===== src/rtl/mult33_accum.sv =====
// Multiply-accumulate back end for the 33x33 multiplier: sums product groups and
// presents each finished group through a valid/ready output register.
module mult33_accum #(
  parameter int ACC_W = 74,
  parameter int CNT_W = 8
) (
  input  logic             clk,
  input  logic             reset,
  input  logic [65:0]      prod_in,
  input  logic             prod_valid,
  input  logic             prod_last,
  output logic             op_ready,
  output logic [ACC_W-1:0] sum_out,
  output logic [CNT_W-1:0] sum_cnt,
  output logic             sum_ovf,
  output logic             sum_valid,
  input  logic             sum_ready,
  output logic             proto_err
);

  typedef enum logic {ACCUM = 1'b0, PEND = 1'b1} state_t;

  function automatic logic [CNT_W-1:0] sat_inc(input logic [CNT_W-1:0] v);
    return (&v) ? v : v + CNT_W'(1);
  endfunction

  state_t           state_q, state_d;
  logic [ACC_W-1:0] acc_q, acc_d;
  logic [CNT_W-1:0] cnt_q, cnt_d;
  logic             ovf_q, ovf_d;
  logic             skid_vld_q, skid_vld_d;
  logic             skid_last_q, skid_last_d;
  logic [65:0]      skid_data_q, skid_data_d;
  logic [ACC_W-1:0] sum_out_q, sum_out_d;
  logic [CNT_W-1:0] sum_cnt_q, sum_cnt_d;
  logic             sum_ovf_q, sum_ovf_d;
  logic             sum_valid_q, sum_valid_d;
  logic             proto_err_q, proto_err_d;
  logic             op_ready_q, op_ready_d;

  logic             out_free;
  logic             in_vld, in_last;
  logic [65:0]      in_data;
  logic [ACC_W:0]   add;
  logic [ACC_W-1:0] nacc;
  logic             carry;
  logic [CNT_W-1:0] ncnt;

  // A held skid entry takes priority over the live product input.
  always_comb begin
    out_free = !sum_valid_q || sum_ready;
    in_vld   = skid_vld_q ? 1'b1 : prod_valid;
    in_last  = skid_vld_q ? skid_last_q : prod_last;
    in_data  = skid_vld_q ? skid_data_q : prod_in;
    add      = {1'b0, acc_q} + {{(ACC_W + 1 - 66){1'b0}}, in_data};
    nacc     = add[ACC_W-1:0];
    carry    = add[ACC_W];
    ncnt     = sat_inc(cnt_q);
  end

  always_comb begin
    state_d     = state_q;
    acc_d       = acc_q;
    cnt_d       = cnt_q;
    ovf_d       = ovf_q;
    skid_vld_d  = skid_vld_q;
    skid_last_d = skid_last_q;
    skid_data_d = skid_data_q;
    sum_out_d   = sum_out_q;
    sum_cnt_d   = sum_cnt_q;
    sum_ovf_d   = sum_ovf_q;
    sum_valid_d = sum_valid_q && !sum_ready;
    proto_err_d = proto_err_q;

    case (state_q)
      ACCUM: begin
        if (skid_vld_q) begin
          skid_vld_d = 1'b0;
          if (prod_valid) proto_err_d = 1'b1;
        end
        if (in_vld) begin
          if (in_last && out_free) begin
            sum_out_d   = nacc;
            sum_cnt_d   = ncnt;
            sum_ovf_d   = ovf_q | carry;
            sum_valid_d = 1'b1;
            acc_d       = '0;
            cnt_d       = '0;
            ovf_d       = 1'b0;
          end else begin
            acc_d = nacc;
            cnt_d = ncnt;
            ovf_d = ovf_q | carry;
            if (in_last) state_d = PEND;
          end
        end
      end
      PEND: begin
        // Catches the single product issued while op_ready was still high.
        if (prod_valid) begin
          if (!skid_vld_q) begin
            skid_vld_d  = 1'b1;
            skid_last_d = prod_last;
            skid_data_d = prod_in;
          end else begin
            proto_err_d = 1'b1;
          end
        end
        if (out_free) begin
          sum_out_d   = acc_q;
          sum_cnt_d   = cnt_q;
          sum_ovf_d   = ovf_q;
          sum_valid_d = 1'b1;
          acc_d       = '0;
          cnt_d       = '0;
          ovf_d       = 1'b0;
          state_d     = ACCUM;
        end
      end
      default: state_d = ACCUM;
    endcase

    op_ready_d = (state_d == ACCUM) && !skid_vld_d;
  end

  always_ff @(posedge clk or negedge reset) begin
    if (!reset) begin
      state_q     <= ACCUM;
      acc_q       <= '0;
      cnt_q       <= '0;
      ovf_q       <= 1'b0;
      skid_vld_q  <= 1'b0;
      skid_last_q <= 1'b0;
      skid_data_q <= '0;
      sum_out_q   <= '0;
      sum_cnt_q   <= '0;
      sum_ovf_q   <= 1'b0;
      sum_valid_q <= 1'b0;
      proto_err_q <= 1'b0;
      op_ready_q  <= 1'b0;
    end else begin
      state_q     <= state_d;
      acc_q       <= acc_d;
      cnt_q       <= cnt_d;
      ovf_q       <= ovf_d;
      skid_vld_q  <= skid_vld_d;
      skid_last_q <= skid_last_d;
      skid_data_q <= skid_data_d;
      sum_out_q   <= sum_out_d;
      sum_cnt_q   <= sum_cnt_d;
      sum_ovf_q   <= sum_ovf_d;
      sum_valid_q <= sum_valid_d;
      proto_err_q <= proto_err_d;
      op_ready_q  <= op_ready_d;
    end
  end

  assign op_ready  = op_ready_q;
  assign sum_out   = sum_out_q;
  assign sum_cnt   = sum_cnt_q;
  assign sum_ovf   = sum_ovf_q;
  assign sum_valid = sum_valid_q;
  assign proto_err = proto_err_q;

endmodule

===== config.mk =====
export PLATFORM = sky130hd
export DESIGN_NAME = mult33_accum
export DESIGN_NICKNAME = d
export VERILOG_FILES = /design/src/rtl/mult33_accum.sv
export SDC_FILE = /design/constraint.sdc
export NUM_CORES = 1
export LEC_CHECK = 0
export BUFFER_PORTS_ARGS = -buffer_cell sky130_fd_sc_hd__buf_2
export CORE_MARGIN = 3
export CORE_UTILIZATION = 48
export DETAILED_ROUTE_END_ITERATION = 8
export PLACE_DENSITY = 0.66
export SLEW_MARGIN = 30
export SYNTH_ARGS = -nofsm -noshare
export SYNTH_HDL_FRONTEND = slang
export SYNTH_SLANG_ARGS = --single-unit

===== constraint.sdc =====
create_clock -name clk -period 5 [get_ports clk]
set_input_delay 0.25 -clock clk [delete_from_list [all_inputs] [get_ports clk]]
set_output_delay 0.25 -clock clk [all_outputs]
set_load 0.1 [all_outputs]

==> summary.md, run 1 <==
| Metric | Value |
|---|---|
| Status | finished, final reports clean |
| CTS buffer count | 28 |
| Vias in the first global route | 12.3k |
| Largest incremental delay on the critical path | 0.85 ns |
| Worst path arrival time | 4.91 ns |
| Detailed placer's ending HPWL | 28900 µm |
| Max-slew violations | 0 |
| Number of violations of the max-capacitance limit | 0 |
| Clk pwr share | roughly 17% |
| Critical path, cell by cell | buf_4 > mux2_2 > ha_1 > nand4_1 > nor3_1 > a22o_1 > a21o_1 > o21ai_1 > o22ai_1 > o41ai_1 > buf_4 > or3_1 > xor2_1 > o21ai_0 |
| Die width | approximately 180 µm |
| Synth Flop Type | dfrtp_1 |
| Chip Height | approximately 180 µm |
| Cell type group with the largest total delay on the critical path | compound AO/OA/AOI/OAI gates |
| Register-to-register setup slack | ~0.49 ns |
| Starting utilization of the core area | 48.9% |
| Drt initial violations | 945 |
| Setup Total Neg Slack | 0 ns |
| Final hold slack | 0.0484 ns |
| Residual overflow from global routing | 0 |
| Total of flip-flops plus latches after synthesis | 238 |
| Number of vias per cell | between 5 and 6 |
| Post-synthesis net count | 1799 |
| Global router's overall resource usage | between 20% and 30% |
| Critical Path Start Type | flop |
| Switching power as a share of total power | 51.9% |
| Clock-pin slew of the registers on the worst-case setup and hold paths | 0.06 ns |
| Net total in the final layout | 1896 |
| Setup repair after global routing missed its margin | no |
| Wire length of the first global-routing pass | 66600 µm |
| Count of H-tree levels built during CTS | 1 |
| Post-cts gate resize count | 0 |
| Clock sink total | 238 |
| Synth-to-Final Area Change | 13.6% |
| Post-Syn Area | around 15000 µm² |
| Int Pwr | about 5.6 mW |
| Wirelength, routed | 41000 µm |
| Ys Warns | 0 |
| Number of filler cells placed in the layout | 2750 |
| Diodes inserted | 0 |
| Final Hold Violating Endpoints | 0 |
| Total of hold buffers inserted after clock tree synthesis | 2 |
| Yosys top cell by area | dfrtp_1 |
| Slew of the pin with the lowest slew margin | between 0.9 and 1 ns |
| Maximum number of pins on one net before global-route repair | roughly 130 |
| Final standard cell utilization of the core | a little under three fifths |
| Length of the first detailed-routing pass in iterations | 5 |
| Setup CP Type | reg -> reg |
| Area contributors post-synth | dfrtp_1 41%, nand2_1 9.2%, ha_1 5.8% |
| Minimum clock period | 4.51 ns |
| PwrDens | 710 nW/µm² |
| Critical Path Fanout Max | 28 |
| Largest buffer count on any clock path | 3 |
| Filler-free cell count of the finished design | about 2.2k |
| Full die area | roughly 32000 µm² |
| Cell with the biggest individual delay on the critical path | dfrtp_2 |
| Total net switching power | between 6 and 7 mW |
| Dominant cell by count in the synthesized netlist | nand2_1 |
| Later-pin clock latency in the skew report | approximately 0.55 ns |
| Antenna violations before repair | 0 |
| Residual DRC | 0 |
| TritonCTS clock tree | built |
| Worst rel slew slack | 37.2% |
| Sequential share of power | 26.7% |
| Static Leakage | 7.66 nW |
| Buffer count from post-CTS setup fixing | 0 |
| Worst Setup End Kind | flop |
| Tightest Hold Check Type | in -> reg |
| Core region area | slightly below 30000 µm² |
| Cell count after placement | 2114 |
| CP Data Required Time | 5.40 ns |
| Most used standard cells in the synthesized netlist | 357 x nand2_1, 238 x dfrtp_1, 144 x o21ai_0 |
| Top achievable clock speed | 222 MHz |
| Sequential area share after synthesis | between 40 and 50% |
| Port Buffer Count | 156 |
| Post-synth top area share | between 40% and 50% |
| Routability congestion estimate from global placement | 0.936 |
| Yosys cell types | 75 |
| Number of standard cells after synthesis | 1660 |
| Count of boundary I/O pins | 157 |
| Worst clock skew | 0.0262 ns |
| Bufs and invs on worst path | 2 |
| Total setup violations reported at the end of the flow | 0 |
| Share of flip-flops with an asynchronous set or reset | 100% |
| Worst vdd rail ir drop | 0.503 mV |
| Root buf cell | clkbuf_16 |
| Share of the clock period used by the worst path | 90.2% |
| Combinational fraction of design power | between 50 and 60% |
| Number of enable-type register cells in the synthesized netlist | 0 |
| Layout cell share with drive strength beyond 1 | 17.7% |
| Number of antenna-violating nets in the routed design | 0 |
| Via Count | 12.7k |
| Count of standard-cell rows | 63 |
| DR WL/cell | 18.9 µm |
| Synthesized area per cell | 8.77 µm² |
| Cell repeated most along the worst path | buf_4 |
flip-flops by register name, summed over array words and instances (netlist names), 8 cells and up:
signal and flops:
cnt_q 8, sum_out 74, acc_q 74, skid_data_q 66, sum_cnt 8
cell families (layout without fill, tap and decap cells):
kind of cell               count (synthesis)  in the layout  share of synthesized area [%]
AOI/OAI and AO/OA                        444            444                           18.9
xor gates and xnor gates                  75             75                           4.51
adders and majority gates                 68             68                           5.89
buffers and inverters                    125            240                           3.44
DFF                                      238            238                           40.9
muxes                                    111            111                           8.20
and+or+nand+nor                          599            599                           18.1
per-stage QoR:
stage                     setup slack [ns]  area, µm²  power, mW
after floorplan                      0.972      14600       8.26
after global placement               0.635      15600       9.60
after detailed placement             0.562      15600       9.69
after CTS                            0.549      16500       11.7
after global routing                 0.180      16500       12.5
final                                0.491      16500       11.7
power by group through the flow:
stage	clock, mW	combinational (mW)	sequential [mW]
4_1_cts	2.03	6.57	3.13
5_1_grt	2.12	7.12	3.23
3_5_place_dp	0	6.54	3.16
2_1_floorplan	0	3.21	5.05
3_3_place_gp	0	6.47	3.13
6_report	2.00	6.60	3.14
per-layer routing:
metal  part of all wire, %  track usage [%]
met1                    46             35.8
met2                    45             38.8
met3                   6.2             4.12
met4                   2.5             6.26
met5                     0                0
worst reg2reg max path, cell delays in order (launching register included):
cell and delay (ns):
dfrtp_2 0.85, buf_4 0.36, mux2_2 0.38, ha_1 0.39, nand4_1 0.33, nor3_1 0.10, a22o_1 0.24, a21o_1 0.17
o21ai_1 0.35, o22ai_1 0.17, o41ai_1 0.42, buf_4 0.26, or3_1 0.13, xor2_1 0.14, o21ai_0 0.09
layout make-up:
cell class	instances	area (µm²)	area share (%)
Clock buffer	40	827	5.00
Inverter	17	63.8	0.386
Clock inverter	8	72.6	0.439
Timing Repair Buffer	175	983	5.95
Sequential cell	238	5960	36.0
Tap cell	390	488	2.95
Multi-Input combinational cell	1297	8140	49.2
final timing paths:
check	cells after the start	end	startpoint
max	14	sum_out[69]	skid_vld_q
min	4	skid_data_q[43]	prod_in[43]
max reg2reg	14	sum_out[69]	skid_vld_q
min reg2reg	1	proto_err	proto_err
max in group asynchronous	4	sum_out[32]	reset
min in group asynchronous	2	cnt_q[5]	reset
cells in the final DEF, fill, tap and decap left out, drive strengths merged, types with 10 or more instances in the layout:
cell / count
a21o: 16
a21oi: 126
a22o: 40
and3: 19
buf: 173
clkbuf: 40
dfrtp: 238
ha: 67
inv: 17
mux2: 66
mux2i: 45
nand2: 357
nand2b: 11
nand3: 30
nand4: 31
nor2: 89
nor3: 20
o21a: 12
o21ai: 165
o21bai: 11
o31ai: 13
or3: 10
xnor2: 45
xor2: 30
No activity file was read; power rests on OpenSTA's default activity.
==> run 2: changes to the inputs <==
--- a/config.mk
+++ b/config.mk
@@ -10,6 +10,7 @@
 export CORE_UTILIZATION = 48
 export DETAILED_ROUTE_END_ITERATION = 8
 export PLACE_DENSITY = 0.66
+export REMOVE_ABC_BUFFERS = 1
 export SLEW_MARGIN = 30
 export SYNTH_ARGS = -nofsm -noshare
 export SYNTH_HDL_FRONTEND = slang
==> run 2 against run 1 <==
Flip-flop and latch count unchanged. Die area is the same. Worst hold slack improved by 0.0024 ns. Sequential power barely moved. Design area decreased by 0.20%. Maximum frequency increased by 4.2%. Non-clock buffer count shrank 1. Clock-buffer cell count fell by 1. Clock power shrank 3%. Critical endpoint is now sum_out[71]. Worst setup slack improved by 0.18 ns. Global-route usage down 0.18 points.
==> summary.md, run 2 (same netlist as run 1, synthesis figures left out) <==
| Metric | Value |
|---|---|
| Status | finished, final reports clean (unchanged) |
| Root buf cell | clkbuf_16 (unchanged) |
| Drt initial violations | 1000 (was 945) |
| Final Instance Area | 16500 µm² (about the same) |
| Most frequent standard cell in the layout excluding fill and tap cells | nand2_1 (unchanged) |
| Filler-free cell count of the finished design | 2164 (was 2165) |
| Minimum clock period | 4.33 ns (was 4.51 ns) |
| Total setup violations reported at the end of the flow | 0 (unchanged) |
| Worst rel slew slack | 34.8% (was 37.2%) |
| Chip Height | 180 µm (unchanged) |
| Critical Path Start Type | flop (unchanged) |
| Wirelength, routed | 40600 µm (was 41000 µm) |
| Count of boundary I/O pins | 157 (unchanged) |
| Port Buffer Count | 156 (unchanged) |
| Share of the clock period used by the worst path | 86.6% (was 90.2%) |
| Length of the first detailed-routing pass in iterations | 5 (unchanged) |
| Worst clock skew | 0.0268 ns (was 0.0262 ns) |
| Setup WS post-layout | 0.671 ns (was 0.491 ns) |
| Number of antenna-violating nets in the routed design | 0 (unchanged) |
| Routability congestion estimate from global placement | 0.898 (was 0.936) |
| Endpoint of the worst hold path | skid_data_q[7] (was skid_data_q[43]) |
| Critical Path Fanout Max | 61 (was 28) |
| Post-cts gate resize count | 0 (unchanged) |
| Residual overflow from global routing | 0 (unchanged) |
| Cell with the biggest individual delay on the critical path | dfrtp_2 (unchanged) |
| Clock-pin slew of the registers on the worst-case setup and hold paths | 0.06 ns (about the same) |
| Worst Setup End Kind | flop (unchanged) |
| Diodes inserted | 0 (unchanged) |
| Global router's overall resource usage | 24.5% (was 24.7%) |
| Switching power as a share of total power | 52.0% (was 51.9%) |
| Net total in the final layout | 1894 (was 1896) |
| Number of vias per cell | 5.82 (was 5.86) |
| Register area | 5960 µm² (unchanged) |
| Cell type group with the largest total delay on the critical path | compound AO/OA/AOI/OAI gates (unchanged) |
| Tightest Hold Check Type | in -> reg (unchanged) |
| Count of standard-cell rows | 63 (unchanged) |
| Largest buffer count on any clock path | 3 (unchanged) |
| Destination of the worst register-to-register timing path | sum_out[71] (was sum_out[69]) |
| Layout cell share with drive strength beyond 1 | 17.6% (was 17.7%) |
| Count of H-tree levels built during CTS | 1 (unchanged) |
| CP Data Required Time | 5.41 ns (was 5.40 ns) |
| Setup repair after global routing missed its margin | no (unchanged) |
| Clock sink total | 238 (unchanged) |
| Bufs and invs on worst path | 2 (unchanged) |
| Hold path depth | 4 (unchanged) |
| Worst path arrival time | 4.74 ns (was 4.91 ns) |
| Number of violations of the max-capacitance limit | 0 (unchanged) |
| CTS buffer count | 27 (was 28) |
| Maximum number of pins on one net before global-route repair | 110 (was 128) |
| Residual DRC | 0 (unchanged) |
| Final Hold Violating Endpoints | 0 (unchanged) |
| Int Pwr | 5.58 mW (was 5.64 mW) |
| Number of filler cells placed in the layout | 2757 (was 2750) |
| Worst Setup Slack post-DPL | 0.805 ns (was 0.562 ns) |
| Full die area | 32500 µm² (unchanged) |
| Max-slew violations | 0 (unchanged) |
| Sequential share of power | 26.8% (was 26.7%) |
| Register-to-register setup slack | 0.67 ns (was 0.49 ns) |
| Top achievable clock speed | 231 MHz (was 222 MHz) |
| Critical path, cell by cell | buf_12 > mux2_2 > ha_1 > nand4_1 > o22ai_1 > o21ai_0 > nand2_1 > o21ai_1 > o22ai_1 > o41ai_1 > buf_4 > nor3_1 > xnor2_1 > o21ai_1 (was buf_4 > mux2_2 > ha_1 > nand4_1 > nor3_1 > a22o_1 > a21o_1 > o21ai_1 > o22ai_1 > o41ai_1 > buf_4 > or3_1 > xor2_1 > o21ai_0) |
| DR WL/cell | 18.8 µm (was 18.9 µm) |
| Cell count after placement | 2114 (unchanged) |
| Worst vdd rail ir drop | 0.561 mV (was 0.503 mV) |
| Combined area of the multi-input logic cells | 8140 µm² (unchanged) |
| Later-pin clock latency in the skew report | 0.56 ns (was 0.55 ns) |
| Static Leakage | 7.63 nW (was 7.66 nW) |
| TritonCTS clock tree | built (unchanged) |
| Setup CP Type | reg -> reg (unchanged) |
| Slew of the pin with the lowest slew margin | 0.978 ns (was 0.942 ns) |
| Core region area | 29800 µm² (unchanged) |
| Vias in the first global route | 12.3k (about the same) |
| Worst-case reg-to-reg path depth | 14 (unchanged) |
| Final hold slack | 0.0508 ns (was 0.0484 ns) |
| Combinational fraction of design power | 56.4% (was 56.2%) |
| Die width | 180 µm (unchanged) |
| Synth-to-Final Area Change | 13.3% (was 13.6%) |
| R2R Path Start | skid_vld_q (unchanged) |
| Largest incremental delay on the critical path | 0.59 ns (was 0.85 ns) |
| Total net switching power | 6.04 mW (was 6.09 mW) |
| Clk pwr share | 16.8% (was 17.0%) |
| PwrDens | 704 nW/µm² (was 710 nW/µm²) |
| Hold Crit Start | prod_in[7] (was prod_in[43]) |
| Via Count | 12.6k (was 12.7k) |
| Starting utilization of the core area | 48.9% (unchanged) |
| Post-detailed-placement cell area | 15600 µm² (about the same) |
| Wire length of the first global-routing pass | 66000 µm (was 66600 µm) |
| Antenna violations before repair | 1 (was 0) |
| Detailed placer's ending HPWL | 27800 µm (was 28900 µm) |
| Highest-count cells in the layout ignoring fill and taps | 355 x nand2_1, 236 x dfrtp_1, 155 x buf_2 (unchanged) |
-- run 2: cell types whose count changed in the layout (fill, tap and decap cells not counted) --
cell / change
buf_4: -2
clkbuf_16: -2
buf_12: +1
clkbuf_1: +1
clkinvlp_4: +1
-- run 2: worst max-delay path by stage --
stage | slack, ns | depth (start not counted) | from | end
after floorplan | -1.74 | 3 | state_q | acc_q[68]
after detailed placement | 0.80 | 12 | skid_vld_q | acc_q[43]
after global placement | 0.87 | 14 | skid_vld_q | sum_out[71]
final | 0.67 | 14 | skid_vld_q | sum_out[71]
after global routing | 0.41 | 14 | skid_vld_q | sum_out[71]
after CTS | 0.76 | 14 | skid_vld_q | sum_out[71]
-- run 2: power groups by stage --
stage          registers [mW]  clock network, mW  logic (mW)
3_5_place_dp             3.13                  0        6.51
3_3_place_gp             3.11                  0        6.44
2_1_floorplan            5.07                  0        3.14
6_report                 3.11               1.95        6.56
5_1_grt                  3.21               2.07        7.09
4_1_cts                  3.11               1.98        6.54
-- run 2: repair_timing --
| action | CTS | global route |
|---|---|---|
| setup buffers | 0 | 0 |
| endpoints found under the hold margin | 67 | 0 |
| hold buffers | 2 | 0 |
-- run 2: stage by stage --
stage,power (mW),TNS [ns],utilization [%]
final,11.6,0,55.4
after global routing,12.4,0,55.4
after CTS,11.6,0,55.4
after detailed placement,9.64,0,52.4
after global placement,9.55,0,52.3
after floorplan,8.21,-159.65,-
-- run 2: worst register-to-register path, cell delays in order (launching register included) --
cell     delay (ns)
dfrtp_2        0.59
buf_12         0.38
mux2_2         0.45
ha_1           0.39
nand4_1        0.34
o22ai_1        0.18
o21ai_0        0.29
nand2_1        0.08
o21ai_1        0.37
o22ai_1        0.16
o41ai_1        0.34
buf_4          0.25
nor3_1         0.08
xnor2_1        0.24
o21ai_1        0.08
-- run 2: layout make-up --
type | count | share of cell area (%)
multi-input cells | 1297 | 49.3
flip-flops and latches | 238 | 36.1
repair buffers | 174 | 5.99
inverters | 17 | 0.387
clock inverters | 9 | 0.485
well taps | 390 | 2.96
clock buffers | 39 | 4.73
-- run 2: per-layer routing --
layer	GRT usage, %	part of all wire (%)	vias up
met1	35.1	46	6111
met5	0	0.032	-
met4	4.64	1.8	2
met2	40.4	47	351
met3	3.27	5.2	53
li1	-	-	6069
